File: config.mk
export PLATFORM = sky130hd
export DESIGN_NAME = i2s_tx_serializer_flat
export DESIGN_NICKNAME = d
export VERILOG_FILES = /design/src/rtl/i2s_tx_serializer_if.sv /design/src/rtl/i2s_tx_serializer.sv /design/src/flat_wrapper.sv
export SDC_FILE = /design/constraint.sdc
export NUM_CORES = 1
export LEC_CHECK = 0
export ABC_AREA = 1
export BUFFER_PORTS_ARGS = -buffer_cell sky130_fd_sc_hd__buf_4
export CORE_MARGIN = 4
export CORE_UTILIZATION = 45
export DETAILED_ROUTE_END_ITERATION = 10
export GPL_TIMING_DRIVEN = 0
export PLACE_DENSITY = 0.68
export SYNTH_ARGS = -nofsm -noshare
export SYNTH_HDL_FRONTEND = slang
export SYNTH_SLANG_ARGS = --single-unit
File: constraint.sdc
create_clock -name clk -period 3.9 [get_ports clk]
set_input_delay 0.39 -clock clk [delete_from_list [all_inputs] [get_ports clk]]
set_output_delay 0.39 -clock clk [all_outputs]
set_load 0.005 [all_outputs]
File: src/rtl/i2s_tx_serializer_if.sv
// Stereo sample handshake between an audio source and the I2S transmitter.
interface i2s_tx_serializer_if #(
  parameter int SAMPLE_W = 16
);
  logic                s_valid;
  logic                s_ready;
  logic [SAMPLE_W-1:0] s_left;
  logic [SAMPLE_W-1:0] s_right;

  modport master (output s_valid, output s_left, output s_right, input s_ready);
  modport slave  (input s_valid, input s_left, input s_right, output s_ready);
endinterface

File: src/rtl/i2s_tx_serializer.sv
// I2S / left-justified DAC transmitter: BCLK/LRCK/DACDAT are registers in the clk domain.
// One-frame holding register; s_ready is low while a pair is held, freed at each frame load.
module i2s_tx_serializer #(
  parameter int SAMPLE_W  = 16,
  parameter int SLOT_W    = 32,
  parameter int BCLK_HALF = 4,
  parameter int I2S_MODE  = 1
) (
  input  logic                 clk,
  input  logic                 rst,
  input  logic                 enable,
  i2s_tx_serializer_if.slave   smp,
  output logic                 AUD_BCLK,
  output logic                 AUD_DACLRCK,
  output logic                 AUD_DACDAT,
  output logic                 frame_start,
  output logic                 underrun
);
  localparam int FW = 2 * SLOT_W;
  localparam int PW = (BCLK_HALF > 1) ? $clog2(BCLK_HALF) : 1;
  localparam int BW = $clog2(FW);
  localparam logic LEFT_LVL = (I2S_MODE == 0);
  localparam logic IDLE_LVL = (I2S_MODE != 0);
  localparam logic [PW-1:0] P_LAST      = PW'(BCLK_HALF - 1);
  localparam logic [BW-1:0] B_LAST      = BW'(FW - 1);
  localparam logic [BW-1:0] B_SLOT_LAST = BW'(SLOT_W - 1);

  generate
    if ((SLOT_W < SAMPLE_W + I2S_MODE) || (SAMPLE_W < 2) || (BCLK_HALF < 1)) begin : g_bad_params
      $error("i2s_tx_serializer: SLOT_W must be >= SAMPLE_W + I2S_MODE, SAMPLE_W >= 2, BCLK_HALF >= 1");
    end
  endgenerate

  typedef enum logic [1:0] {IDLE, RUN, DRAIN} state_t;

  typedef struct packed {
    logic [SAMPLE_W-1:0] left;
    logic [SAMPLE_W-1:0] right;
  } pair_t;

  state_t          state;
  logic [PW-1:0]   presc;
  logic [BW-1:0]   bit_cnt;
  logic            hold_empty;
  pair_t           hold;
  logic [FW-1:0]   frame_sr;

  logic            tick;
  logic            fall;
  logic            frame_end;
  logic            load;
  logic            stop;
  logic [FW-1:0]   next_frame;

  // Slot image MSB-first; Philips mode pushes the sample one BCLK later.
  function automatic logic [SLOT_W-1:0] slot_of(input logic [SAMPLE_W-1:0] s);
    logic [SLOT_W-1:0] t;
    t = '0;
    t[SLOT_W-1 -: SAMPLE_W] = s;
    return t >> I2S_MODE;
  endfunction

  always_comb begin
    tick       = (state != IDLE) && (presc == P_LAST);
    fall       = tick && AUD_BCLK;
    frame_end  = fall && (bit_cnt == B_LAST);
    load       = ((state == IDLE) && enable) || (frame_end && ((state == RUN) || enable));
    stop       = frame_end && !load;
    next_frame = hold_empty ? '0 : {slot_of(hold.left), slot_of(hold.right)};
  end

  assign smp.s_ready = hold_empty;

  always_ff @(posedge clk or posedge rst) begin
    if (rst) begin
      state       <= IDLE;
      presc       <= '0;
      bit_cnt     <= '0;
      hold_empty  <= 1'b1;
      hold        <= '0;
      frame_sr    <= '0;
      AUD_BCLK    <= 1'b0;
      AUD_DACLRCK <= IDLE_LVL;
      AUD_DACDAT  <= 1'b0;
      frame_start <= 1'b0;
      underrun    <= 1'b0;
    end else begin
      frame_start <= 1'b0;
      underrun    <= 1'b0;

      if (state == IDLE) begin
        if (enable) state <= RUN;
      end else if (stop) begin
        state <= IDLE;
      end else if (enable) begin
        state <= RUN;
      end else begin
        state <= DRAIN;
      end

      if (tick) begin
        presc    <= '0;
        AUD_BCLK <= ~AUD_BCLK;
      end else if (state != IDLE) begin
        presc <= presc + 1'b1;
      end

      // frame_sr holds the bits still to be shown after the current AUD_DACDAT.
      if (load) begin
        bit_cnt     <= '0;
        AUD_DACLRCK <= LEFT_LVL;
        AUD_DACDAT  <= next_frame[FW-1];
        frame_sr    <= next_frame << 1;
        frame_start <= 1'b1;
        underrun    <= hold_empty;
        hold_empty  <= 1'b1;
      end else if (stop) begin
        bit_cnt     <= '0;
        AUD_DACLRCK <= IDLE_LVL;
        AUD_DACDAT  <= 1'b0;
        frame_sr    <= '0;
      end else if (fall) begin
        bit_cnt     <= bit_cnt + 1'b1;
        AUD_DACLRCK <= (bit_cnt >= B_SLOT_LAST) ? ~LEFT_LVL : LEFT_LVL;
        AUD_DACDAT  <= frame_sr[FW-1];
        frame_sr    <= frame_sr << 1;
      end

      // Only possible while empty, so it never collides with the load freeing a full holder.
      if (smp.s_valid && hold_empty) begin
        hold       <= {smp.s_left, smp.s_right};
        hold_empty <= 1'b0;
      end
    end
  end
endmodule

File: src/flat_wrapper.sv
// flat-port wrapper written by rule: the top's interface ports become plain ports
module i2s_tx_serializer_flat 
#(
  parameter int SAMPLE_W  = 16,
  parameter int SLOT_W    = 32,
  parameter int BCLK_HALF = 4,
  parameter int I2S_MODE  = 1
)
  (clk, rst, enable, AUD_BCLK, AUD_DACLRCK, AUD_DACDAT, frame_start, underrun, smp_s_valid, smp_s_left, smp_s_right, smp_s_ready);
  i2s_tx_serializer_if #(.SAMPLE_W(SAMPLE_W)) smp_i ();
  input  logic clk;
  input  logic rst;
  input  logic enable;
  output logic AUD_BCLK;
  output logic AUD_DACLRCK;
  output logic AUD_DACDAT;
  output logic frame_start;
  output logic underrun;
  input wire logic [$bits(smp_i.s_valid)-1:0] smp_s_valid;
  input wire logic [$bits(smp_i.s_left)-1:0] smp_s_left;
  input wire logic [$bits(smp_i.s_right)-1:0] smp_s_right;
  output wire logic [$bits(smp_i.s_ready)-1:0] smp_s_ready;
  assign smp_i.s_valid = smp_s_valid;
  assign smp_i.s_left = smp_s_left;
  assign smp_i.s_right = smp_s_right;
  assign smp_s_ready = smp_i.s_ready;
  i2s_tx_serializer #(.SAMPLE_W(SAMPLE_W), .SLOT_W(SLOT_W), .BCLK_HALF(BCLK_HALF), .I2S_MODE(I2S_MODE)) u_core (.clk(clk), .rst(rst), .enable(enable), .smp(smp_i), .AUD_BCLK(AUD_BCLK), .AUD_DACLRCK(AUD_DACLRCK), .AUD_DACDAT(AUD_DACDAT), .frame_start(frame_start), .underrun(underrun));
endmodule
== Yosys cells after proc, flatten, opt, wreduce, memory -nomap -nowiden ==
Index checks and enable logic that the tools add are counted.
W data, S select, Z words.

* Flip-flop bits (word level): 112
* Input bits: 36
* Output and inout bits: 6
* Word-level logic and storage cells: 59

* Add/subtract/negate cells: 2
* Magnitude comparators: 1
* Equal/unequal tests: 4
* Mux-type cells: 24
* Bitwise logic cells: 1
* Reduce and logical (&&, ||, !) cells: 15

{| class="wikitable"
|+ Operators by type and width
! kind !! number
|-
| $mux W64 || 3
|-
| $mux W63 || 1
|-
| $mux W6 || 3
|-
| $mux W2 || 6
|-
| $mux W1 || 11
|-
| $logic_and A1 B1 Y1 || 7
|-
| $add A6 B1 Y6 const B || 1
|-
| $eq A6 B6 Y1 const B || 1
|-
| $ge A6 B5 Y1 const B || 1
|-
| $reduce_bool A2 Y1 || 3
|-
| $reduce_bool A3 Y1 || 1
|-
| $add A2 B1 Y2 const B || 1
|-
| $eq A2 B1 Y1 const B || 1
|-
| $eq A2 B2 Y1 const B || 1
|-
| $logic_not A2 Y1 || 1
|-
| $logic_or A1 B1 Y1 || 2
|-
| $ne A2 B2 Y1 const B || 1
|-
| $logic_not A1 Y1 || 1
|-
| $not A1 Y1 || 1
|}

== Logic depth before layout (Yosys ltp) ==
Gate-level depths: netlist of the first run.

* Word-level depth: 10
* Gate-level depth with buffers: 11
* Depth with buffers taken out: 10

== Worst setup path before layout of the first run ==
Ideal clock, no wire load.

* Kind: reg2reg
* Start: reg u_core.bit_cnt[0]
* End: reg u_core.frame_sr[50]
* Arrival time: 1.218 ns
* Slack: 2.564 ns
* Stages on the path, launching flop included: 10
* Period minus slack after synthesis: 1.336 ns
* Path through: dfrtp_1 ha_1 nand3_1 nor2_2 inv_2 buf_2 nand4_1 nand2_1 inv_1 nand2_1

* Longest elaborated chain between the ends: 8

{| class="wikitable"
|+ Ends and longest elaborated chain
! element !! RTL line !! text
|-
| start: declaration || i2s_tx_serializer.sv:43 || <nowiki>logic [BW-1:0] bit_cnt;</nowiki>
|-
| start signal: assignment || i2s_tx_serializer.sv:123 || <nowiki>bit_cnt <= bit_cnt + 1'b1;</nowiki>
|-
| $eq A6 B6 Y1 * || i2s_tx_serializer.sv:66 || <nowiki>frame_end = fall && (bit_cnt == B_LAST);</nowiki>
|-
| $logic_and A1 B1 Y1 * || i2s_tx_serializer.sv:66 ||
|-
| $logic_and A1 B1 Y1 || i2s_tx_serializer.sv:67 || <nowiki>load = ((state == IDLE) && enable) || (frame_end && ((state == RUN) || enable));</nowiki>
|-
| $logic_or A1 B1 Y1 || i2s_tx_serializer.sv:67 ||
|-
| $logic_not A1 Y1 || i2s_tx_serializer.sv:68 || <nowiki>stop = frame_end && !load;</nowiki>
|-
| $logic_and A1 B1 Y1 || i2s_tx_serializer.sv:68 ||
|-
| $mux W64 || i2s_tx_serializer.sv:117 || <nowiki>end else if (stop) begin</nowiki>
|-
| $mux W64 || i2s_tx_serializer.sv:109 || <nowiki>if (load) begin</nowiki>
|-
| end signal: assignment || i2s_tx_serializer.sv:113 || <nowiki>frame_sr <= next_frame << 1;</nowiki>
|-
| end signal: assignment || i2s_tx_serializer.sv:126 || <nowiki>frame_sr <= frame_sr << 1;</nowiki>
|-
| end: declaration || i2s_tx_serializer.sv:46 || <nowiki>logic [FW-1:0] frame_sr;</nowiki>
|}

Mark *: on every way between the ends. The rest lies on a longest branch, timed or not.
A chain may end at the register's enable or synchronous reset.

== Final worst setup path of the first run ==
* Start: reg u_core.bit_cnt[0]
* End: reg u_core.frame_sr[32]

The elaborated chain is that of the path after synthesis.

==> results of run 1 <==
## report_power, final
group | switching (mW) | internal (mW)
Sequential | 0.206 | 1.36
Combinational | 0.493 | 0.422
Clock | 0.362 | 0.299
## stage by stage
step / power, mW / instance area [sq um] / cells
2_1_floorplan: 2.24 / 4460 / 474
3_3_place_gp: 2.46 / 4930 / 648
3_5_place_dp: 2.50 / 4960 / 649
4_1_cts: 3.16 / 5170 / 666
5_1_grt: 3.39 / 5170 / 666
6_report: 3.14 / 5170 / 666
## registers in the layout, indices dropped and copies added (netlist names), 2 cells and up
| register | count |
|---|---|
| u_core.hold | 32 |
| u_core.frame_sr | 48 |
| u_core.presc | 2 |
| u_core.state | 2 |
| u_core.bit_cnt | 6 |
## cell usage in the layout (no fill, tap or decap), drive strengths merged, types with 6 or more instances in the layout
cell	instances
buf	66
clkbuf	19
clkinv	25
dfrtp	94
inv	23
mux2	33
nand2	157
nand3	6
nand4	80
nor2	7
## worst paths after layout
path / to / slack (ns)
min in group asynchronous: u_core.hold[14]$_DFFE_PP0P_ / 0.54
max in group asynchronous: u_core.smp.s_ready$_DFFE_PP1P_ / 2.65
max reg2reg: u_core.frame_sr[32]$_DFFE_PP0P_ / 2.29
min: u_core.state[0]$_DFFE_PP0P_ / 0.21
min reg2reg: u_core.AUD_DACLRCK$_DFFE_PP1P_ / 0.48
max: u_core.frame_sr[32]$_DFFE_PP0P_ / 2.29
## final cells by class
cell class	instances	area, sq um	share of cell area
inverter	47	186	0.0361
tap	133	166	0.0322
timing repair buffer	43	345	0.0668
clock buffer	10	128	0.0247
multi-input combinational	298	1680	0.324
buffer	33	194	0.0375
sequential	96	2400	0.465
clock inverter	6	68.8	0.0133
## logic make-up after synthesis
group,after synthesis,synth area share
buffers and inverters,80,0.0847
xor gates and xnor gates,1,0.00196
and+or+nand+nor,251,0.271
DFF,96,0.539
muxes,33,0.0833
adders and majority gates,2,0.00561
AOI/OAI and AO/OA,11,0.0140
## routing by layer
layer	part of all wire	routed length, microns	vias to the layer above	global-route usage
li1	-	-	1682	-
met1	0.47	4260	1591	0.236
met2	0.48	4300	71	0.270
met3	0.038	342	10	0.0432
met4	0.015	140	0	0.0505
met5	0	0	-	0
## worst reg2reg max path: stages, from the launching register on
cell and delay [ns]:
dfrtp_1 0.42, ha_1 0.24, nand3_1 0.13, nor2_2 0.07, inv_2 0.09, clkbuf_1 0.37
nand4_1 0.15, nand2_1 0.09
## what timing repair did
action	CTS	global route
endpoints found under the setup margin	0	0
gates resized for setup	0	0
hold endpoints to repair	13	0
hold buffers	1	0
==> results.cfg, run 1 <==
[sta]
period_share = 0.414
worst_pin_slew_ns = 0.516
layout_min_cycle_time_ns = 1.61
clock_skew_ns = 0.00774
setup_viol = 0
rsz0062_at_grt = no
whs_ns = 0.208
timing_hold_violations_final = 0
drv_slew = 0
setup_slack_ns = 2.29
max_freq_mhz = 620
tns_ns = 0
slew-limit-headroom = 0.656

[drt]
via_per_inst = 5.04
wl_per_cell_microns = 13.6
route.vias.total = 3354
ant_nets = 0
dr.pass1.iters = 4
drt-initial-drc-count = 177
wl_microns = 9040
drc = 0

[clock_network]
clock_sinks = 96
cts_buffers = 9
clk_path_buf_depth = 2
post_cts_buffers = 0
path_clk_slew_ns = 0.10
htreeDepth = 3
cts_tree = built
root_buffer = clkbuf_8
clkLatencyLatePin_ns = 0.37

[synthesis]
yosysMostFrequentCell = nand2_1
syn_area_sq_mm = 0.00446
synth-async-reset-ratio = 1.00
synth_area_leaders = dfrtp_1, nand2_1, nand4_1
syn_avg_cell_area_sq_um = 9.41
ys_seq_area_frac = 0.539
synth-edff-count = 0
synth_top_area_share = 0.527
syn-instance-count = 474
yosys-top-cells-count = nand2_1, dfrtp_1, nand4_1, mux2_2, clkinv_1
yosys_most_used_dff = dfrtp_1
synth.largest_area_cell = dfrtp_1
synthDistinctLibCells = 30
yosysWarnings = 0
synth_seq_cells = 96
syn_nets = 512

[critical_path]
reg2reg_from = u_core.bit_cnt[0]$_DFFE_PP0P_
cp-start-kind = flop
path_max_fanout = 10
critPathTopFamily = buffers and inverters
crit_type = reg -> reg
worst_setup_path_end_kind = flop
crit_cells = 7
required_ns = 4.21
rr_worst_depth = 7
crit_start = u_core.bit_cnt[0]$_DFFE_PP0P_
crit_buf_inv = 2
critPathArrivalTime_ns = 1.92
slowest_stage = dfrtp_1
crit_path_cell_trace = ha_1 > nand3_1 > nor2_2 > inv_2 > clkbuf_1 > nand4_1 > nand2_1
cpPeakStageDelay_ns = 0.42

[global_route]
grtUsageTotal = 0.172
grt_pass1_wl_microns = 16000
gr-total-overflow = 0
antenna_found_initial = 0
grt_max_degree = 72
grt_pass1_vias = 3349

[floorplan]
ioPinCount = 42
die_y_microns = 108
die-width_microns = 108
num_rows = 36
die-area_sq_mm = 0.0116
start_util = 0.458
core-area_sq_mm = 0.00973

[min_path]
whs_path_depth = 2
min_from = enable
hp-class = in -> reg

[layout]
layout-drive-gt1-share = 0.244
diodes = 0
syn_to_final_growth_pct = 15.9
num-nets-final = 566
postLayoutCoreUtil = 0.532
nFillCells = 930

[flow_run]
cap_viol_max_count = 0

[pwr]
power_density_mw_per_mm2 = 608
peakVddDrop_mv = 0.377
leakage_nw = 2.62

[placed_design]
place_hpwl_microns = 6270
gp_congestion = 0.826
io_buffer_count = 41
dp_slack_ns = 2.30

[run_status]
status = completed
Note: power is estimated with default switching activity, not from simulation.
==> run 2, diff against run 1 <==
ABC_AREA = 0   (was 1)
PLACE_DENSITY = 0.71   (was 0.68)
clock period = 1.4 ns   (was 3.9 ns; I/O delays follow)
==> run 2 against run 1 <==
Synthesized cell count is 40% lower. Combinational power grew to 2.9 times the previous value. The run now ends with setup timing left. Sequential power increased to 2.8 times the previous value. Wire length fell by 12%. Clock-buffer cell count up 1. Non-clock buffer count grew 26. Setup slack got worse by 2.6 ns. Highest routed layer unchanged. Sequential share of layout area is essentially flat.
==> results.cfg, run 2 <==
[drt]
ant_nets = 0
dr.pass1.iters = 4
drc = 0
via_per_inst = 5.39
drt-initial-drc-count = 124
wl_microns = 7960
wl_per_cell_microns = 16.4
route.vias.total = 2621

[synthesis]
synthDistinctLibCells = 41
syn-instance-count = 283
syn_nets = 321
yosys-top-cells-count = dfrtp_1, a22o_1, mux2_2, a21o_1, buf_2
synth_top_area_share = 0.599
synth-edff-count = 0
yosysWarnings = 0
synth_seq_cells = 96
synth.largest_area_cell = dfrtp_1
yosys_most_used_dff = dfrtp_1
synth-async-reset-ratio = 1.00
ys_seq_area_frac = 0.612
syn_avg_cell_area_sq_um = 13.9
syn_area_sq_mm = 0.00393
yosysMostFrequentCell = dfrtp_1
synth_area_leaders = dfrtp_1, a22o_1, mux2_2

[sta]
timing_hold_violations_final = 0
setup_viol = 57
drv_slew = 0
period_share = 1.22
max_freq_mhz = 587
worst_pin_slew_ns = 0.683
setup_slack_ns = -0.304
clock_skew_ns = 0.00995
rsz0062_at_grt = yes
layout_min_cycle_time_ns = 1.70
slew-limit-headroom = 0.544

[layout]
final_common_cell = dfrtp_1
final_cell_mix = dfrtp_1, buf_4, a22o_1, mux2_2, a21o_1
num-nets-final = 414
instances_no_fill = 486
syn_to_final_growth_pct = 31.7
diodes = 0
top_register = u_core.frame_sr
largest_registers = u_core.frame_sr x48, u_core.hold x32, u_core.bit_cnt x6
layout-drive-gt1-share = 0.399
final_area_sq_mm = 0.00517
largest_reg_flops = 48

[placed_design]
place_area_sq_mm = 0.00446
gp_congestion = 0.792
dp.cells = 431
dp_slack_ns = -0.354
place_hpwl_microns = 4990
io_buffer_count = 41

[min_path]
hp-class = in -> reg
min_from = smp_s_left[15]

[critical_path]
path_max_fanout = 6
worst_setup_path_end_kind = flop
critPathArrivalTime_ns = 2.00
slowest_stage = dfrtp_1
reg2reg_from = u_core.bit_cnt[0]$_DFFE_PP0P_
crit_type = reg -> reg
crit_path_cell_trace = ha_4 > and4_1 > buf_6 > a21oi_4 > buf_2 > a22o_1 > a21o_1
crit_start = u_core.bit_cnt[0]$_DFFE_PP0P_
cpPeakStageDelay_ns = 0.44
required_ns = 1.69
cp-start-kind = flop
critPathTopFamily = compound AO/OA/AOI/OAI gates
crit_buf_inv = 2

[clock_network]
clk_path_buf_depth = 2
clkLatencyLatePin_ns = 0.36
path_clk_slew_ns = 0.10
root_buffer = clkbuf_8
cts_tree = built
htreeDepth = 3
clock_sinks = 96
cts_buffers = 9

[global_route]
grt_max_degree = 40
grt_pass1_wl_microns = 12900
grtUsageTotal = 0.161
grt_pass1_vias = 2571
gr-total-overflow = 0
antenna_found_initial = 0

[floorplan]
die-width_microns = 101
start_util = 0.471
num_rows = 33
core-area_sq_mm = 0.00834
die_y_microns = 101
ioPinCount = 42
die-area_sq_mm = 0.0103

[run_status]
failed_checks = setup timing
status = complete, but fails checks

[pwr]
peakVddDrop_mv = 0.808
leakage_nw = 2.58
power_density_mw_per_mm2 = 1670

[flow_run]
cap_viol_max_count = 0
run 2: changes by cell type in the layout (fill, tap and decap cells not counted), moves of 13 or more:
| cell | previous run | this run |
|---|---|---|
| dlygate4sd3_1 | 1 | 18 |
| buf_2 | 17 | 4 |
| nand4_1 | 80 | 2 |
| buf_4 | 42 | 57 |
| inv_1 | 15 | 0 |
| nand2_1 | 153 | 6 |
| a22o_1 | 0 | 48 |
| clkinv_1 | 25 | 0 |
| a21o_1 | 0 | 31 |
run 2: power by group:
part / switching (mW) / internal, mW
Combinational: 1.00 / 1.62
Clock: 0.972 / 0.708
Sequential: 0.607 / 3.74
run 2: worst paths after layout:
path	slack, ns	cells after the start	to
max	-0.30	7	u_core.frame_sr[54]$_DFFE_PP0P_
max in group asynchronous	0.33	4	u_core.AUD_DACLRCK$_DFFE_PP1P_
max reg2reg	-0.30	7	u_core.frame_sr[54]$_DFFE_PP0P_
min	0.01	2	u_core.hold[31]$_DFFE_PP0P_
min reg2reg	0.48	1	u_core.frame_sr[61]$_DFFE_PP0P_
min in group asynchronous	0.43	3	u_core.bit_cnt[0]$_DFFE_PP0P_
run 2: cell type report:
cell class              instances  area, sq um
multi-input cells             166         1480
clock inverters                 5         41.3
flip-flops and latches         96         2410
well taps                     105          131
plain buffers                  18          180
clock buffers                  11          141
inverters                       1         7.51
repair buffers                 84          779
fillers                       673         3170
run 2: logic make-up (layout without fill, tap and decap cells):
kind of cell,after synthesis,after routing,share of synthesized area
compound gates,98,98,0.210
xor+xnor,2,2,0.00446
fa+ha+maj,2,2,0.00637
buf+inv,21,119,0.0303
flops,96,96,0.612
mux,34,34,0.0975
simple gates,30,30,0.0389
run 2: per-stage QoR:
step | hold slack, ns | total power [mW] | utilization | setup TNS (ns)
after floorplan | 0.207 | 5.92 | - | -6.52
after global placement | 0.363 | 6.43 | 0.530 | -66.64
after detailed placement | 0.286 | 6.58 | 0.534 | -23.57
after CTS | 0.0000318 | 8.56 | 0.601 | -11.56
after global routing | 0.00140 | 9.17 | 0.620 | -16.88
final | 0.0145 | 8.64 | 0.620 | -14.24
run 2: per-layer routing:
layer,GRT usage,vias to the layer above,wire length (microns)
li1,-,1247,-
met2,0.242,45,3870
met4,0.0685,0,119
met3,0.0317,10,266
met5,0,-,0
met1,0.230,1319,3710
run 2: what timing repair did:
action | CTS | global route
gates resized for setup | 32 | 12
endpoints found under the hold margin | 43 | 2
hold buffers | 16 | 2
setup endpoints to repair | 86 | 67
pin swaps | 31 | 12
setup buffers | 10 | 7
cloned | 3 | 3
